--- src/rtl/vga_timing_ctrl.sv ---
// ---------------------------------------------------------------------------
// vga_timing_ctrl
//
// Purpose:
//   VGA raster timing generator driven by a single system clock and a
//   one-cycle pixel strobe. Produces pixel coordinates, sync pulses, the
//   active-video flag and the gated pixel colour, all registered together
//   so they change on the same clock edge (zero skew). Scanning is started
//   by the run request and stops cleanly at a frame boundary. Losing the
//   pixel clock lock aborts the frame on the next clock edge.
//
// Build option:
//   VGA_TEST_PATTERN_EN - when defined, rgb_out shows eight vertical colour
//                         bars and pix_rgb is ignored. When undefined,
//                         rgb_out passes pix_rgb through during active video.
//
// Ports:
//   clk_in      in   system clock, the only clock
//   reset       in   asynchronous active-high reset
//   pix_en      in   one-clk_in pixel strobe
//   locked      in   pixel clock source valid
//   run         in   level request to scan frames
//   pix_rgb     in   pixel colour {R4,G4,B4} for the position being shown
//   hcount      out  current pixel column
//   vcount      out  current line
//   hsync       out  horizontal sync, active level SYNC_POL
//   vsync       out  vertical sync, active level SYNC_POL
//   de          out  active-video flag
//   frame_start out  one-cycle pulse when the raster lands on (0,0)
//   busy        out  scanning (not idle)
//   rgb_out     out  pixel colour, zero outside active video
// ---------------------------------------------------------------------------
module vga_timing_ctrl #(
  parameter int unsigned H_ACTIVE = 640,
  parameter int unsigned H_FP     = 16,
  parameter int unsigned H_SYNC   = 96,
  parameter int unsigned H_BP     = 48,
  parameter int unsigned V_ACTIVE = 480,
  parameter int unsigned V_FP     = 10,
  parameter int unsigned V_SYNC   = 2,
  parameter int unsigned V_BP     = 33,
  parameter bit          SYNC_POL = 1'b0
) (
  input  logic        clk_in,
  input  logic        reset,
  input  logic        pix_en,
  input  logic        locked,
  input  logic        run,
  input  logic [11:0] pix_rgb,
  output logic [9:0]  hcount,
  output logic [9:0]  vcount,
  output logic        hsync,
  output logic        vsync,
  output logic        de,
  output logic        frame_start,
  output logic        busy,
  output logic [11:0] rgb_out
);

  localparam int unsigned H_TOTAL = H_ACTIVE + H_FP + H_SYNC + H_BP;
  localparam int unsigned V_TOTAL = V_ACTIVE + V_FP + V_SYNC + V_BP;

  localparam logic [9:0] H_LAST     = 10'(H_TOTAL - 1);
  localparam logic [9:0] V_LAST     = 10'(V_TOTAL - 1);
  localparam logic [9:0] H_ACT_END  = 10'(H_ACTIVE);
  localparam logic [9:0] V_ACT_END  = 10'(V_ACTIVE);
  localparam logic [9:0] HS_START   = 10'(H_ACTIVE + H_FP);
  localparam logic [9:0] HS_END     = 10'(H_ACTIVE + H_FP + H_SYNC);
  localparam logic [9:0] VS_START   = 10'(V_ACTIVE + V_FP);
  localparam logic [9:0] VS_END     = 10'(V_ACTIVE + V_FP + V_SYNC);

  localparam logic SYNC_ON  = SYNC_POL;
  localparam logic SYNC_OFF = ~SYNC_POL;

  typedef enum logic [1:0] {
    StIdle,
    StRun,
    StStopPend
  } state_t;

  state_t state;

  // Position after the next strobe and the decoded outputs for it.
  logic        h_wrap;
  logic        frame_wrap;
  logic [9:0]  h_next;
  logic [9:0]  v_next;
  logic [9:0]  tgt_h;
  logic [9:0]  tgt_v;
  logic        tgt_hsync;
  logic        tgt_vsync;
  logic        tgt_de;
  logic [11:0] tgt_colour;
  logic [11:0] tgt_rgb;
  logic        go_idle;

`ifdef VGA_TEST_PATTERN_EN
  localparam int unsigned BAR_W = (H_ACTIVE / 8 > 0) ? H_ACTIVE / 8 : 1;

  // The pattern does not use the external colour input.
  logic unused_pix_rgb;
  assign unused_pix_rgb = ^pix_rgb;

  // Bars left to right: white, yellow, cyan, green, magenta, red, blue, black.
  function automatic logic [11:0] bar_colour(input logic [9:0] h);
    int unsigned bar;
    logic [11:0] c;
    bar = 32'(h) / BAR_W;
    if (bar > 7) begin
      bar = 7;
    end
    unique case (bar)
      0:       c = 12'hFFF;
      1:       c = 12'hFF0;
      2:       c = 12'h0FF;
      3:       c = 12'h0F0;
      4:       c = 12'hF0F;
      5:       c = 12'hF00;
      6:       c = 12'h00F;
      default: c = 12'h000;
    endcase
    return c;
  endfunction
`endif

  always_comb begin
    h_wrap     = (hcount == H_LAST);
    frame_wrap = h_wrap && (vcount == V_LAST);
    h_next     = h_wrap ? 10'd0 : hcount + 10'd1;
    if (!h_wrap) begin
      v_next = vcount;
    end else if (vcount == V_LAST) begin
      v_next = 10'd0;
    end else begin
      v_next = vcount + 10'd1;
    end

    // Leaving idle shows (0,0) itself rather than advancing past it.
    if (state == StIdle) begin
      tgt_h = 10'd0;
      tgt_v = 10'd0;
    end else begin
      tgt_h = h_next;
      tgt_v = v_next;
    end

    tgt_hsync = (tgt_h >= HS_START && tgt_h < HS_END) ? SYNC_ON : SYNC_OFF;
    tgt_vsync = (tgt_v >= VS_START && tgt_v < VS_END) ? SYNC_ON : SYNC_OFF;
    tgt_de    = (tgt_h < H_ACT_END) && (tgt_v < V_ACT_END);

`ifdef VGA_TEST_PATTERN_EN
    tgt_colour = bar_colour(tgt_h);
`else
    // Colour is captured on the same strobe that loads the position, so it
    // leaves the register together with hcount/vcount.
    tgt_colour = pix_rgb;
`endif
    tgt_rgb = tgt_de ? tgt_colour : 12'h000;

    // Lock loss aborts at once; a stop request ends at the frame wrap.
    go_idle = !locked ||
              ((state != StIdle) && pix_en && frame_wrap && !run);
  end

  always_ff @(posedge clk_in or posedge reset) begin
    if (reset) begin
      state       <= StIdle;
      hcount      <= 10'd0;
      vcount      <= 10'd0;
      hsync       <= SYNC_OFF;
      vsync       <= SYNC_OFF;
      de          <= 1'b0;
      frame_start <= 1'b0;
      busy        <= 1'b0;
      rgb_out     <= 12'h000;
    end else if (go_idle) begin
      state       <= StIdle;
      hcount      <= 10'd0;
      vcount      <= 10'd0;
      hsync       <= SYNC_OFF;
      vsync       <= SYNC_OFF;
      de          <= 1'b0;
      frame_start <= 1'b0;
      busy        <= 1'b0;
      rgb_out     <= 12'h000;
    end else begin
      // frame_start is a single-clock pulse even though the position holds.
      frame_start <= 1'b0;
      unique case (state)
        StIdle: begin
          if (pix_en && run) begin
            state       <= StRun;
            busy        <= 1'b1;
            frame_start <= 1'b1;
            hcount      <= tgt_h;
            vcount      <= tgt_v;
            hsync       <= tgt_hsync;
            vsync       <= tgt_vsync;
            de          <= tgt_de;
            rgb_out     <= tgt_rgb;
          end
        end
        StRun, StStopPend: begin
          state <= run ? StRun : StStopPend;
          if (pix_en) begin
            frame_start <= frame_wrap;
            hcount      <= tgt_h;
            vcount      <= tgt_v;
            hsync       <= tgt_hsync;
            vsync       <= tgt_vsync;
            de          <= tgt_de;
            rgb_out     <= tgt_rgb;
          end
        end
        default: begin
          state <= StIdle;
          busy  <= 1'b0;
        end
      endcase
    end
  end

endmodule

--- config.mk ---
export PLATFORM = sky130hd
export DESIGN_NAME = vga_timing_ctrl
export DESIGN_NICKNAME = d
export VERILOG_FILES = /design/src/rtl/vga_timing_ctrl.sv
export SDC_FILE = /design/constraint.sdc
export NUM_CORES = 1
export LEC_CHECK = 0
export ABC_CLOCK_PERIOD_IN_PS = 5600
export CELL_PAD_IN_SITES_DETAIL_PLACEMENT = 0
export CELL_PAD_IN_SITES_GLOBAL_PLACEMENT = 1
export CORE_UTILIZATION = 35
export CTS_CLUSTER_DIAMETER = 40
export DETAILED_ROUTE_END_ITERATION = 16
export HOLD_SLACK_MARGIN = 0.08
export PLACE_DENSITY_LB_ADDON = 0.1
export SLEW_MARGIN = 25
export SYNTH_ARGS = -nofsm -noshare
export SYNTH_HDL_FRONTEND = slang
export SYNTH_SLANG_ARGS = --single-unit
--- constraint.sdc ---
create_clock -name clk_in -period 5.6 [get_ports clk_in]
set_input_delay 1.12 -clock clk_in [delete_from_list [all_inputs] [get_ports clk_in]]
set_output_delay 1.12 -clock clk_in [all_outputs]
set_load 0.02 [all_outputs]
**After elaboration in Yosys (flattened, before gate mapping)**

Index checks and enable logic that the tools add are counted.

- Eq/ne operators: 7
- $lt $le $gt $ge: 6
- Add/sub/neg operators: 2
- Reduce and logical (&&, ||, !) cells: 17
- Multiplexer cells: 43

Operator list:

| cell | number |
|---|---|
| two-way mux 10 bit | 11 |
| two-way mux 12 bit | 4 |
| case mux 10 bit (2 select lines) | 2 |
| case mux 12 bit (2 select lines) | 1 |
| adder 10 x 1 -> 10 bit (second input constant) | 2 |
| equality test 10 bit (second input constant) | 2 |
| less-than comparator 10 bit (second input constant) | 2 |
| less-than comparator 10 x 9 -> 1 bit (second input constant) | 2 |
| two-way mux 1 bit | 16 |
| >= comparator 10 bit (second input constant) | 1 |
| >= comparator 10 x 9 -> 1 bit (second input constant) | 1 |
| case mux 1 bit (2 select lines) | 5 |
| logical AND 1 bit | 8 |
| two-way mux 2 bit | 3 |
| case mux 2 bit (2 select lines) | 1 |
| != test 3 x 2 -> 1 bit (second input constant) | 1 |
| != test 3 bit (second input constant) | 1 |
| AND reduction 3 bit | 1 |
| nonzero test 3 bit | 1 |
| equality test 2 x 1 -> 1 bit (second input constant) | 1 |
| equality test 2 bit (second input constant) | 1 |
| logical NOT 1 bit | 2 |
| logical NOT 2 bit | 1 |
| != test 2 bit (second input constant) | 1 |
| other kinds (4) | 4 |

- Register bits: 39

**Longest topological paths before layout**

Gate-level depths: netlist (run 1).

- Depth in word-level cells: 10
- Mapped depth: 9

**Worst setup path before layout (run 1)**

No wires, ideal clock.

- Path type: input-to-reg
- From: in run
- To: reg vcount[3]
- Cell stages on the path: 6
- Path buffers: 1
- Arrival: 2234 ps
- Setup time: 104 ps
- Setup slack: 3263 ps
- Path through: nand2_1 a21oi_1 a311oi_2 clkbuf_1 o21ai_0 o41ai_2

- Word-level cells in the longest chain between the ends: 5
- Elaborated cells on any way between the ends: 9
- Those cells by class: eq/ne: 2; mux: 1; reduce/logical: 6

RTL lines:

| element | line | text |
|---|---|---|
| from (decl) | 48 | `input logic run,` |
| logical NOT 1 bit | 162 | `((state != StIdle) && pix_en && frame_wrap && !run);` |
| logical AND 1 bit | 162 |  |
| logical OR 1 bit | 161 | `go_idle = !locked \|\|` |
| != test 3 bit (no source line) (tied with other cells) | n/a |  |
| AND reduction 3 bit (no source line) | n/a |  |
| to (signal assigned) | 196 | `vcount <= tgt_v;` |
| to (signal assigned) | 208 | `vcount <= tgt_v;` |
| to (decl) | 51 | `output logic [9:0] vcount,` |

Several ways; a longest one is shown, not always the timed one.
A chain may end at the register's enable or synchronous reset.

**Worst setup path in the final report (run 1)**

- From: in run
- To: reg vcount[7]

The elaborated chain is that of the path after synthesis.

==> impl_metrics.csv, run 1 <==
group,metric,value,unit
outcome,outcome,"complete, no violations",
synthesis,synth_top_area_cell,"dfrtp_1",
grt,grt_pass1_vias,2136,
power,p_leak,1.231,nW
detailed_routing,routed_via_density,5.580,
timing,finalMaxSlewViolations,0,
hold_path,hp-class,"reg -> reg",
synthesis,syn_inst,294,
final_layout,nets,358,
synthesis,synth_edf_count,0,
die,rows,30,
clock_network,cts_setup_buffers,0,
synthesis,yosysSeqAreaShare,38.47,%
final_layout,nFillCells,710,
timing,finalCriticalPeriod,3.077,ns
placed_design,hpwlAfterDp,4778,µm
synthesis,synth_top_area_share,36.40,%
timing,clock.fmax,0.3250,GHz
synthesis,ys_ff_latch,39,
final_layout,post-route-util,46.39,%
final_layout,antenna-diode-count,0,
critical_path,crit_type,"in -> reg",
synthesis,synth_area_leaders,"dfrtp_1, nand2_1, nand3_1, o31ai_2, o21ai_0",
grt,grt_usage,19.59,%
detailed_routing,vias,2416,
clock_network,postCtsResizedCells,0,
synthesis,synth.avg_cell_area,8.652,µm²
die,core,6907,µm²
clock_network,clockBufferDepth,2,
synthesis,synth_nets,316,
detailed_routing,detail-route-antenna-nets,0,
detailed_routing,first_pass_iters,4,
clock_network,h-tree-depth,2,
placed_design,gp_congestion,0.7385,
power,power.density,262.4,nW/µm²
clock_network,cts_tree,"done",
detailed_routing,drc_errors,0,
synthesis,ys.flop_type,"dfrtp_1",
synthesis,ys_types,52,
clock_network,cts.sinks,39,
timing,clock_skew,0.008052,ns
timing,timing.hold.ws,0.4929,ns
timing,rsz0062_at_grt,"no",
clock_network,ctsHoldBuffers,0,
placed_design,port_buffers,53,
final_layout,drive_gt1_share,10.68,%
critical_path,path_max_fanout,21,
clock_network,cts_buffers,5,
die,io_pins,54,
timing,post-route-period-util,54.95,%
die,die_x,87.25,µm
timing,relSlewSlack,43.73,%
clock_network,path_clk_slew,0.08,ns
final_layout,syn_to_final_growth,25.97,%
die,floorplan.initialDensity,36.83,%
synthesis,async_reset_ff_share,100.0,%
detailed_routing,drt_iter0_drc,127,
synthesis,synth.cell_area,2544,µm²
power,ir_drop,0.09762,mV
grt,grt_max_degree,40,
clock_network,root_buffer,"clkbuf_8",
critical_path,start_kind,"input pin",
critical_path,required,5.78,ns
die,fp.dieArea,7613,µm²
die,die_height,87.25,µm
critical_path,end_kind,"flip-flop",
timing,hold_violations,0,
timing,worstMarginPinSlew,0.8441,ns
detailed_routing,wl_per_cell,16.28,µm
synthesis,synth_warnings,0,
detailed_routing,wirelength,7049,µm
flow_run,drv_cap,0,
grt,grt_pass1_wl,11530,µm
timing,setup_viol,0,
grt,antenna_found_initial,0,
timing,setup_tns,0,ns
clock_network,clk_latency,0.30,ns
critical_path,arrival,3.26,ns
grt,overflow,0,
cell usage in the layout (no fill, tap or decap), types with 2 or more instances in the layout:
cell type,instances
clkdlybuf4s50_1,53
o31ai_1,11
and2_1,2
dfrtp_1,37
o21ai_0,22
o2111ai_1,2
nand2b_1,5
and3_1,8
nor2_1,20
or3_1,3
nor3_1,11
o41ai_2,3
a21o_1,4
a21oi_1,15
o211ai_1,2
and4_1,3
buf_4,4
dfstp_2,2
nand3_1,25
clkbuf_8,5
inv_1,9
o31ai_2,10
o21ai_1,2
xor2_1,2
a31oi_1,3
ha_1,5
nand4_1,5
nand2_1,38
sequential cells by signal (all words and copies together), names as in the netlist:
signal and flops:
de 1, busy 1, rgb_out 12, frame_start 1
vcount 10, hsync 1, state 2, hcount 10
vsync 1
Yosys cell counts, types with 2 or more instances:
cell type  instances
nand2_1           38
dfrtp_1           37
nand3_1           25
o21ai_0           22
nor2_1            20
a21oi_1           15
clkbuf_1          11
nor3_1            11
o31ai_1           11
o31ai_2           10
inv_1              9
and3_1             8
buf_2              5
ha_1               5
nand2b_1           5
nand4_1            5
a21o_1             4
a31oi_1            4
and4_1             3
buf_6              3
o41ai_2            3
or3_1              3
and2_1             2
buf_4              2
dfstp_2            2
o2111ai_1          2
o211ai_1           2
o21ai_1            2
xor2_1             2
through the flow:
stage,setup slack (ns),cells,power (mW),instance area (µm²)
finish,2.523,433,0.8410,3204
global route,2.311,433,0.8931,3204
CTS,2.467,433,0.8479,3198
detailed placement,2.154,425,0.6532,3113
global placement,2.202,425,0.6533,3113
floorplan,3.263,294,0.5306,2544
layer usage:
layer	up-vias	global-route usage (%)	share of wire, %
li1	1158	-	-
met1	1199	29.02	49
met2	53	29.69	46
met3	6	2.749	3.7
met4	0	5.365	1.2
met5	-	0	0
cell families after synthesis:
| logic type | after synthesis | share of synthesized area, % |
|---|---|---|
| adders and majority gates | 5 | 2.459 |
| muxes | 1 | 0.4427 |
| xor gates and xnor gates | 3 | 1.033 |
| DFF | 39 | 38.47 |
| and+or+nand+nor | 128 | 25.38 |
| AOI/OAI and AO/OA | 87 | 26.07 |
| buffers and inverters | 31 | 6.148 |
cell type report:
| type | instances | area (µm²) | share of cell area (%) |
|---|---|---|---|
| clock inverter | 2 | 12.51 | 0.3905 |
| timing repair buffer | 57 | 560.5 | 17.49 |
| sequential | 39 | 978.4 | 30.53 |
| clock buffer | 6 | 72.57 | 2.265 |
| inverter | 9 | 33.78 | 1.054 |
| multi-input combinational | 224 | 1426 | 44.51 |
| tap | 96 | 120.1 | 3.749 |
worst paths after layout:
kind / start / end / slack (ns) / cells past startpoint
max: run / vcount[7] / 2.52 / 9
min: rgb_out[9] / rgb_out[9] / 0.49 / 2
max reg2reg: hcount[0] / rgb_out[10] / 2.53 / 7
min reg2reg: rgb_out[9] / rgb_out[9] / 0.49 / 2
max in group asynchronous: reset / vsync / 3.99 / 3
min in group asynchronous: reset / rgb_out[2] / 1.24 / 3
critical path: stages:
cell,delay [ns]
clkdlybuf4s50_1,0.49
nand2_1,0.14
a21oi_1,0.08
buf_4,0.20
a311oi_4,0.59
buf_4,0.37
nor3_1,0.08
a21oi_1,0.11
o21ai_0,0.08
where the power goes:
| part | leakage (nW) | switching, mW | internal (mW) |
|---|---|---|---|
| Sequential | 0.530 | 0.0247 | 0.312 |
| Clock | 0.0412 | 0.107 | 0.0872 |
| Combinational | 0.661 | 0.186 | 0.123 |
Note: power is estimated with default switching activity, not from simulation.
==> run 2: changes to the inputs <==
--- a/config.mk
+++ b/config.mk
@@ -5,10 +5,10 @@
 export SDC_FILE = /design/constraint.sdc
 export NUM_CORES = 1
 export LEC_CHECK = 0
-export ABC_CLOCK_PERIOD_IN_PS = 5600
+export ABC_CLOCK_PERIOD_IN_PS = 2700
 export CELL_PAD_IN_SITES_DETAIL_PLACEMENT = 0
 export CELL_PAD_IN_SITES_GLOBAL_PLACEMENT = 1
-export CORE_UTILIZATION = 35
+export CORE_UTILIZATION = 34
 export CTS_CLUSTER_DIAMETER = 40
 export DETAILED_ROUTE_END_ITERATION = 16
 export HOLD_SLACK_MARGIN = 0.08
==> constraint.sdc (replaced) <==
create_clock -name clk_in -period 2.7 [get_ports clk_in]
set_input_delay 0.54 -clock clk_in [delete_from_list [all_inputs] [get_ports clk_in]]
set_output_delay 0.54 -clock clk_in [all_outputs]
set_load 0.02 [all_outputs]
==> impl_metrics.csv, run 2 (synthesis gave the netlist of run 1 again) <==
group,metric,value,unit
die,io_pins,54,
final_layout,antenna-diode-count,0,
power,ir_drop,0.2222,mV
hold_path,hp-class,"reg -> reg",
clock_network,cts_tree,"done",
detailed_routing,detail-route-antenna-nets,0,
power,p_leak,1.321,nW
final_layout,nFillCells,743,
flow_run,drv_cap,0,
die,die_height,88.50,µm
die,floorplan.initialDensity,35.07,%
final_layout,multi_input_area,1421,µm²
detailed_routing,drt_iter0_drc,116,
die,core,7253,µm²
die,fp.dieArea,7831,µm²
critical_path,end_kind,"flip-flop",
final_layout,largest_registers,"rgb_out (12), hcount (10), vcount (10)",
final_layout,area.sequential,978.4,µm²
outcome,outcome,"complete, no violations",
grt,grt_usage,19.08,%
critical_path,path_max_fanout,11,
detailed_routing,wl_per_cell,15.41,µm
clock_network,cts_buffers,5,
final_layout,drive_gt1_share,14.00,%
final_layout,largest_register,"rgb_out",
clock_network,clockBufferDepth,2,
timing,hold_violations,0,
timing,setup_tns,0,ns
final_layout,largest_reg_flops,12,
timing,finalCriticalPeriod,2.440,ns
clock_network,clk_latency,0.29,ns
timing,rsz0062_at_grt,"no",
timing,setup_viol,0,
critical_path,start_kind,"flip-flop",
timing,clock.fmax,0.4099,GHz
grt,antenna_found_initial,0,
detailed_routing,first_pass_iters,4,
timing,relSlewSlack,59.55,%
clock_network,path_clk_slew,0.08,ns
placed_design,port_buffers,53,
final_layout,nets,371,
final_layout,syn_to_final_growth,31.63,%
detailed_routing,vias,2394,
detailed_routing,drc_errors,0,
placed_design,place_area,3214,µm²
clock_network,ctsHoldBuffers,0,
timing,worstMarginPinSlew,0.6020,ns
grt,grt_pass1_vias,2262,
timing,post-route-period-util,90.36,%
timing,finalMaxSlewViolations,0,
detailed_routing,wirelength,6917,µm
clock_network,cts.sinks,39,
final_layout,final_area,3348,µm²
placed_design,hpwlAfterDp,4901,µm
critical_path,arrival,2.65,ns
grt,grt_pass1_wl,11500,µm
final_layout,layout_commonest_cell,"clkdlybuf4s50_1",
grt,overflow,0,
clock_network,root_buffer,"clkbuf_8",
power,power.density,582.6,nW/µm²
critical_path,crit_type,"reg -> reg",
final_layout,mostFrequentLayoutCells,"clkdlybuf4s50_1, nand2_1, dfrtp_1",
critical_path,required,2.91,ns
die,rows,31,
detailed_routing,routed_via_density,5.332,
die,die_x,88.50,µm
grt,grt_max_degree,40,
clock_network,h-tree-depth,2,
timing,clock_skew,0.006212,ns
timing,timing.hold.ws,0.4825,ns
placed_design,gp_congestion,0.7588,
-- run 2: cell count changes in the layout (fill, tap and decap cells not counted) --
cell	previous run	this run
and3_1	8	7
and3_2	0	1
clkinv_2	1	0
a31oi_2	1	0
buf_4	4	17
bufinv_16	0	2
clkinvlp_4	1	0
a31oi_1	3	4
-- run 2: layout make-up --
| class | instances | area share [%] |
|---|---|---|
| multi-input combinational | 224 | 42.45 |
| sequential | 39 | 29.22 |
| timing repair buffer | 70 | 19.66 |
| tap | 99 | 3.700 |
| clock buffer | 6 | 2.167 |
| clock inverter | 2 | 1.794 |
| inverter | 9 | 1.009 |
-- run 2: report_power, final --
part           internal [mW]  switching [mW]  leakage, nW  total [mW]
Sequential             0.648          0.0455        0.530       0.693
Combinational          0.283           0.392        0.726       0.675
Clock                  0.370           0.212       0.0654       0.582
-- run 2: what timing repair did --
action,CTS,global route
gates resized for setup,0,1
buffers inserted,0,0
setup endpoints to repair,0,1
-- run 2: per-layer routing --
layer / part of all wire [%] / wire length (µm) / vias up / global-route usage [%]
met4: 0.51 / 35 / 0 / 4.985
met2: 47 / 3260 / 49 / 29.16
met5: 0 / 0 / - / 0
met3: 2.9 / 202 / 2 / 2.985
li1: - / - / 1194 / -
met1: 49 / 3419 / 1149 / 28.04
-- run 2: final timing paths --
kind	startpoint	end	slack [ns]	cells after the start
setup reg to reg	hcount[0]	vsync	0.26	7
hold reg to reg	de	de	0.48	2
hold / removal	de	de	0.48	2
max in group asynchronous	reset	vsync	1.64	3
min in group asynchronous	reset	busy	0.68	3
setup / recovery	hcount[0]	vsync	0.26	7
-- run 2: worst max-delay path, cell delays in order, from the launching register on --
cell and delay, ns:
dfrtp_1 0.44, ha_1 0.27, and4_1 0.33, and4_4 0.36, a21o_2 0.25, or2_1 0.43, a21oi_1 0.10, a31oi_1 0.19
-- run 2: metrics by stage --
stage / instances / setup slack [ns] / total power [mW] / utilization (%)
floorplan: 294 / 0.3847 / 1.101 / -
global placement: 441 / 0.2459 / 1.382 / 44.32
detailed placement: 441 / 0.2367 / 1.383 / 44.32
CTS: 449 / 0.2153 / 1.974 / 46.14
global route: 449 / 0.02922 / 2.070 / 46.16
finish: 449 / 0.2603 / 1.951 / 46.16
